[src/rtl/hc595_serial_driver_pkg.sv]
// ----------------------------------------------------------------------------
// hc595_serial_driver_pkg
//   Shared definitions for the 74HC595 serial display driver:
//   - default frame width and shift-clock divider
//   - FSM state encoding (2 bits)
// ----------------------------------------------------------------------------
package hc595_serial_driver_pkg;

    // Two cascaded 595s: {dp, seg[6:0], sel[7:0]}
    localparam int DATA_W_DEF = 16;
    // System-clock cycles per half shift-clock period
    localparam int DIV_DEF    = 4;

    typedef enum logic [1:0] {
        IDLE     = 2'd0,
        SHIFT_LO = 2'd1,
        SHIFT_HI = 2'd2,
        LATCH    = 2'd3
    } state_t;

endpackage

[src/rtl/hc595_serial_driver_if.sv]
// ----------------------------------------------------------------------------
// hc595_serial_driver_if
//   Connection between the display scan generator and the 595 pin driver.
//   data  : word to shift out (sampled at frame start)
//   s_en  : enable, a frame starts when high while the driver is idle
//   sh_cp : 595 shift clock
//   st_cp : 595 storage (latch) clock
//   ds    : 595 serial data, MSB first
//   master : scan-generator side (drives data/s_en)
//   slave  : driver side (drives the pin signals)
// ----------------------------------------------------------------------------
interface hc595_serial_driver_if
    import hc595_serial_driver_pkg::*;
#(
    parameter int DATA_W = DATA_W_DEF
);
    logic [DATA_W-1:0] data;
    logic              s_en;
    logic              sh_cp;
    logic              st_cp;
    logic              ds;

    modport master (
        output data, s_en,
        input  sh_cp, st_cp, ds
    );

    modport slave (
        input  data, s_en,
        output sh_cp, st_cp, ds
    );

endinterface

[src/rtl/hc595_serial_driver.sv]
// ----------------------------------------------------------------------------
// hc595_serial_driver
//   Serialises a DATA_W-bit word into daisy-chained 74HC595 shift registers.
//   Each frame: DATA_W shift-clock periods (2*DIV system cycles each) with ds
//   set up during the low half, then one DIV-cycle storage-clock pulse.
//   Frame length is 1 + 2*DIV*DATA_W + DIV system cycles.
//
//   Ports
//     clk     : system clock, rising edge
//     reset_n : synchronous reset, ACTIVE HIGH (historical name kept)
//     bus     : slave side of hc595_serial_driver_if (data, s_en in;
//               sh_cp, st_cp, ds out - all outputs registered)
// ----------------------------------------------------------------------------
module hc595_serial_driver
    import hc595_serial_driver_pkg::*;
#(
    parameter int DATA_W = DATA_W_DEF,
    parameter int DIV    = DIV_DEF
)(
    input  logic                   clk,
    input  logic                   reset_n,
    hc595_serial_driver_if.slave   bus
);

    localparam int PW = $clog2(DIV) + 1;
    localparam int CW = $clog2(DATA_W);

    localparam logic [PW-1:0] PRESC_LAST = PW'(DIV - 1);
    localparam logic [CW-1:0] BIT_LAST   = CW'(DATA_W - 1);

    state_t            state;
    state_t            state_nx;
    logic [PW-1:0]     presc;
    logic [CW-1:0]     bit_cnt;
    logic [DATA_W-1:0] shreg;
    logic              presc_done;

    logic              sh_cp_q, sh_cp_nx;
    logic              st_cp_q, st_cp_nx;
    logic              ds_q,    ds_nx;

    assign presc_done = (presc == PRESC_LAST);

    // ------------------------------------------------------------------
    // State register
    // ------------------------------------------------------------------
    // NOTE: sequential state uses non-blocking (<=) so every register
    // samples pre-edge values regardless of statement order.
    always_ff @(posedge clk) begin
        if (reset_n) begin
            state <= IDLE;
        end else begin
            state <= state_nx;
        end
    end

    // ------------------------------------------------------------------
    // Next-state logic
    // ------------------------------------------------------------------
    // NOTE: the default assignment first keeps this purely combinational;
    // any path that leaves state_nx unassigned would infer a latch.
    always_comb begin
        state_nx = state;
        unique case (state)
            IDLE:     if (bus.s_en) state_nx = SHIFT_LO;
            SHIFT_LO: if (presc_done) state_nx = SHIFT_HI;
            SHIFT_HI: if (presc_done) state_nx = (bit_cnt == BIT_LAST) ? LATCH : SHIFT_LO;
            LATCH:    if (presc_done) state_nx = IDLE;
            default:  state_nx = IDLE;
        endcase
    end

    // ------------------------------------------------------------------
    // Output logic: computed from the upcoming state so the registered
    // pins line up exactly with the state they belong to.
    // ds only moves on entry to SHIFT_LO, a full half period before the
    // next sh_cp rising edge.
    // ------------------------------------------------------------------
    always_comb begin
        sh_cp_nx = (state_nx == SHIFT_HI);
        st_cp_nx = (state_nx == LATCH);
        ds_nx    = ds_q;
        if (state == IDLE && state_nx == SHIFT_LO) begin
            ds_nx = bus.data[DATA_W-1];
        end else if (state == SHIFT_HI && state_nx == SHIFT_LO) begin
            ds_nx = shreg[DATA_W-2];
        end
    end

    // ------------------------------------------------------------------
    // Datapath and output registers
    // ------------------------------------------------------------------
    always_ff @(posedge clk) begin
        if (reset_n) begin
            presc   <= '0;
            bit_cnt <= '0;
            shreg   <= '0;
            sh_cp_q <= 1'b0;
            st_cp_q <= 1'b0;
            ds_q    <= 1'b0;
        end else begin
            sh_cp_q <= sh_cp_nx;
            st_cp_q <= st_cp_nx;
            ds_q    <= ds_nx;

            // Prescaler restarts on every state change and is parked in IDLE.
            if (state_nx != state || state == IDLE) begin
                presc <= '0;
            end else begin
                presc <= presc + 1'b1;
            end

            if (state == IDLE && bus.s_en) begin
                shreg   <= bus.data;
                bit_cnt <= '0;
            end else if (state == SHIFT_HI && presc_done && bit_cnt != BIT_LAST) begin
                shreg   <= shreg << 1;
                bit_cnt <= bit_cnt + 1'b1;
            end
        end
    end

    assign bus.sh_cp = sh_cp_q;
    assign bus.st_cp = st_cp_q;
    assign bus.ds    = ds_q;

endmodule

[src/flat_wrapper.sv]
// flat-port wrapper written by rule: the top's interface ports become plain ports
module hc595_serial_driver_flat import hc595_serial_driver_pkg::*;
#(
    parameter int DATA_W = DATA_W_DEF,
    parameter int DIV    = DIV_DEF
)
  (clk, reset_n, bus_data, bus_s_en, bus_sh_cp, bus_st_cp, bus_ds);
  hc595_serial_driver_if #(.DATA_W(DATA_W)) bus_i ();
  input  logic clk;
  input  logic reset_n;
  input wire logic [$bits(bus_i.data)-1:0] bus_data;
  input wire logic [$bits(bus_i.s_en)-1:0] bus_s_en;
  output wire logic [$bits(bus_i.sh_cp)-1:0] bus_sh_cp;
  output wire logic [$bits(bus_i.st_cp)-1:0] bus_st_cp;
  output wire logic [$bits(bus_i.ds)-1:0] bus_ds;
  assign bus_i.data = bus_data;
  assign bus_i.s_en = bus_s_en;
  assign bus_sh_cp = bus_i.sh_cp;
  assign bus_st_cp = bus_i.st_cp;
  assign bus_ds = bus_i.ds;
  hc595_serial_driver #(.DATA_W(DATA_W), .DIV(DIV)) u_core (.clk(clk), .reset_n(reset_n), .bus(bus_i));
endmodule
[config.mk]
export PLATFORM = sky130hd
export DESIGN_NAME = hc595_serial_driver_flat
export DESIGN_NICKNAME = d
export VERILOG_FILES = /design/src/rtl/hc595_serial_driver_pkg.sv /design/src/rtl/hc595_serial_driver_if.sv /design/src/rtl/hc595_serial_driver.sv /design/src/flat_wrapper.sv
export SDC_FILE = /design/constraint.sdc
export NUM_CORES = 1
export LEC_CHECK = 0
export BUFFER_PORTS_ARGS = -buffer_cell sky130_fd_sc_hd__buf_2
export CAP_MARGIN = 20
export CORE_UTILIZATION = 40
export DETAILED_ROUTE_END_ITERATION = 12
export PLACE_DENSITY = 0.67
export SETUP_SLACK_MARGIN = 0.05
export SLEW_MARGIN = 10
export SYNTH_ARGS = -nofsm -noshare
export SYNTH_HDL_FRONTEND = slang
export SYNTH_SLANG_ARGS = --single-unit
[constraint.sdc]
create_clock -name clk -period 2.6 [get_ports clk]
set_clock_uncertainty 0.15 [all_clocks]
set_input_delay 0.13 -clock clk [delete_from_list [all_inputs] [get_ports clk]]
set_output_delay 0.13 -clock clk [all_outputs]
set_load 0.05 [all_outputs]
==> impl_metrics.json <==
{
  "outcome": "completed",
  "endpoint_kind": "register",
  "grt_start_max_net_pins": 24,
  "die_h_um": 59.5,
  "finalCoreUtilization_pct": 50.9,
  "timing_worst_slew_pin_value_ns": 0.756,
  "register_bit_total_from_synthesis": 27,
  "design_area_sq_um": 1580,
  "final_min_period_over_clock_period_pct": 80.7,
  "avgSynthCellArea_sq_um": 8.94,
  "core_region_area_sq_um": 3100,
  "row_count": 20,
  "power.switching_uw": 188,
  "synth_fp_nets": 170,
  "finalHoldViolCount": 0,
  "grt_pass1_wl_mm": 4.62,
  "vias_in_the_first_global_route": 1116,
  "warning_count_from_the_yosys_run": 0,
  "detail_route.first_pass.iterations": 4,
  "drt_drc_violations_left": 0,
  "post_route_cells_drive_above_1_share_pct": 22.9,
  "relSlewSlack_pct": 49.6,
  "gp_congestion": 0.728,
  "vdd_ir_drop_max_uv": 371,
  "sw_frac_of_total_pct": 25.2,
  "synthCells": 148,
  "initial_utilization_pct": 42.6,
  "fillCellCount": 317,
  "grt_overflow": 0,
  "setup_tns_ns": 0,
  "portBuffers": 21,
  "slew_viol_final": 0,
  "seq_power_share_pct": 61.0,
  "ff2ff_path_depth": 5,
  "netlist_area_sq_um": 1320,
  "grt_util_all_layers_pct": 16.8,
  "p_comb_share_pct": 15.1,
  "detailed_place.area_sq_um": 1400,
  "yosys_most_used_dff": "sky130_fd_sc_hd__dfxtp_1",
  "crit_path_start_kind": "register",
  "distinct_cell_type_count_of_the_synthesized_netlist": 29,
  "worstPathArrival_ns": 2.14,
  "grt_antenna_before_repair": 0,
  "diodes": 0,
  "min-delay-path-class": "primary input to register",
  "final_antenna_net_count": 0,
  "worstSkewPairLatency_ns": 0.31,
  "cts_max_path_buffers": 2,
  "report.final.setup_viol": 0,
  "place.detailed.hpwl_mm": 1.76,
  "worstSetupPathType": "register to register",
  "cts.htree.levels": 1,
  "cts_sinks": 27,
  "power_density_nw_per_um2": 471,
  "nNetsFinal": 198,
  "boundaryPins": 22,
  "tritoncts": "done",
  "cell_at_the_root_of_the_clock_tree": "sky130_fd_sc_hd__clkbuf_4",
  "rsz0062_at_grt": "no",
  "finalCriticalPeriod_ns": 2.10,
  "maxCapViolCount": 0,
  "wirelength_mm": 2.72,
  "drtIter0Drc": 43,
  "layout.cells.non_filler": 219,
  "wl_per_cell_um": 12.4,
  "data_required_time_at_the_worst_endpoint_ns": 2.65,
  "power_leakage_nw": 0.611,
  "ys_async_sr_fraction_pct": 0,
  "post-cts-setup-buffer-count": 0,
  "cts_made_buffers": 3,
  "clk_transition_reported_paths_ns": 0.14,
  "post-route-worst-setup-slack_ns": 0.502,
  "area.growth.synth_to_final_pct": 19.4,
  "dp.cells": 200,
  "drt-vias-per-instance": 5.36,
  "die_x_um": 59.5,
  "internal-power_uw": 556,
  "dr_total_vias": 1174,
  "max_freq_mhz": 477,
  "holdPathStages": 3,
  "worst_hold_slack_ns": 0.00152,
  "synth-seq-area-share_pct": 40.9,
  "fp.dieArea_sq_um": 3540,
  "cp_max_fo": 14,
  "detailedPlace.worstSlack_ns": 0.292,
  "fin_total_pwr_uw": 744,
  "power_share_of_the_clock_group_pct": 23.8,
  "synth_edf_count": 0
}
power by group through the flow:
stage | clock, mW | combinational [mW] | sequential, mW
final | 0.177 | 0.113 | 0.454
after floorplan | 0 | 0.0752 | 0.460
after global routing | 0.197 | 0.125 | 0.458
after CTS | 0.184 | 0.113 | 0.454
after global placement | 0 | 0.0915 | 0.462
after detailed placement | 0 | 0.0957 | 0.463
what timing repair did:
action,4_1_cts,5_1_grt
hold buffers,15,0
gates resized for setup,0,1
endpoints found under the hold margin,15,0
endpoints found under the setup margin,0,1
cell type report:
class / count / area [sq um] / area share (%)
Sequential cell: 27 / 541 / 34.2
Multi-Input combinational cell: 105 / 691 / 43.7
Inverter: 3 / 11.3 / 0.713
Clock buffer: 4 / 26.3 / 1.66
Timing Repair Buffer: 36 / 255 / 16.2
Tap cell: 44 / 55.1 / 3.49
layout by cell type (no fill, tap or decap):
master	count
sky130_fd_sc_hd__nor2_1	32
sky130_fd_sc_hd__dfxtp_1	27
sky130_fd_sc_hd__buf_2	21
sky130_fd_sc_hd__nor3_1	15
sky130_fd_sc_hd__dlygate4sd3_1	15
sky130_fd_sc_hd__a2111oi_2	10
sky130_fd_sc_hd__a21oi_1	9
sky130_fd_sc_hd__nand3_1	4
sky130_fd_sc_hd__o21ai_0	4
sky130_fd_sc_hd__a2111oi_0	4
sky130_fd_sc_hd__inv_1	3
sky130_fd_sc_hd__nand2b_1	3
sky130_fd_sc_hd__or3_1	3
sky130_fd_sc_hd__ha_1	3
sky130_fd_sc_hd__clkbuf_4	3
sky130_fd_sc_hd__or3b_2	2
sky130_fd_sc_hd__o211ai_1	2
sky130_fd_sc_hd__nand3b_1	2
sky130_fd_sc_hd__o31ai_1	2
sky130_fd_sc_hd__and3b_1	1
sky130_fd_sc_hd__and3_1	1
sky130_fd_sc_hd__nand3b_2	1
sky130_fd_sc_hd__mux2i_1	1
sky130_fd_sc_hd__or2_2	1
sky130_fd_sc_hd__nand2_2	1
sky130_fd_sc_hd__nor3b_4	1
sky130_fd_sc_hd__o211a_1	1
sky130_fd_sc_hd__a31oi_1	1
sky130_fd_sc_hd__nand2_1	1
sky130_fd_sc_hd__clkbuf_1	1
synthesized netlist by cell type, types with 2 or more instances:
| master | count | share of area (%) |
|---|---|---|
| sky130_fd_sc_hd__clkbuf_1 | 2 | 0.57 |
| sky130_fd_sc_hd__o211ai_1 | 2 | 1.1 |
| sky130_fd_sc_hd__nand3b_1 | 2 | 1.1 |
| sky130_fd_sc_hd__buf_4 | 3 | 1.7 |
| sky130_fd_sc_hd__or3b_2 | 2 | 1.3 |
| sky130_fd_sc_hd__dfxtp_1 | 27 | 41 |
| sky130_fd_sc_hd__ha_1 | 3 | 2.8 |
| sky130_fd_sc_hd__a2111oi_2 | 10 | 11 |
| sky130_fd_sc_hd__buf_6 | 2 | 1.7 |
| sky130_fd_sc_hd__a2111oi_0 | 4 | 2.6 |
| sky130_fd_sc_hd__buf_2 | 6 | 2.3 |
| sky130_fd_sc_hd__inv_1 | 3 | 0.85 |
| sky130_fd_sc_hd__o31ai_1 | 2 | 1.1 |
| sky130_fd_sc_hd__nand3_1 | 4 | 1.5 |
| sky130_fd_sc_hd__a21oi_1 | 9 | 3.4 |
| sky130_fd_sc_hd__o21ai_0 | 4 | 1.5 |
| sky130_fd_sc_hd__nand2b_1 | 3 | 1.4 |
| sky130_fd_sc_hd__nand2_1 | 2 | 0.57 |
| sky130_fd_sc_hd__nor2_1 | 32 | 9.1 |
| sky130_fd_sc_hd__nor3_1 | 15 | 5.7 |
| sky130_fd_sc_hd__or3_1 | 3 | 1.4 |
registers in the layout (all words and copies together) (netlist names):
register and count:
u_core.presc 3, u_core.shreg 15, u_core.bus.sh_cp 1, u_core.bus.st_cp 1, u_core.bus.ds 1, u_core.state 2
u_core.bit_cnt 4
worst max-delay path, cell delays in order (launching register included):
cell                        delay [ns]
sky130_fd_sc_hd__dfxtp_1          0.36
sky130_fd_sc_hd__ha_1             0.15
sky130_fd_sc_hd__ha_1             0.32
sky130_fd_sc_hd__and3b_1          0.26
sky130_fd_sc_hd__nand2_2          0.26
sky130_fd_sc_hd__a2111oi_0        0.47
cells by family after synthesis:
group,Yosys count,share of synthesized area [%]
and+or+nand+nor,68,26.0
DFF,27,40.9
adders and majority gates,3,2.84
muxes,1,0.757
AOI/OAI and AO/OA,33,22.4
buffers and inverters,16,7.10
worst paths after layout:
kind	start	slack, ns	endpoint
setup / recovery	u_core.presc[0]	0.50	u_core.shreg[2]
hold / removal	bus_data[10]	0.002	u_core.shreg[10]
setup reg to reg	u_core.presc[0]	0.50	u_core.shreg[2]
hold reg to reg	u_core.presc[0]	0.28	u_core.presc[0]
metal layers:
metal  GRT usage [%]  routed length [um]  vias up
li1                -                   -      589
met1            20.0                1260      568
met2            30.2                1360       15
met3            2.40                  81        2
met4            6.64                  22        0
met5               0                   0        -
No activity file was read; power rests on OpenSTA's default activity.
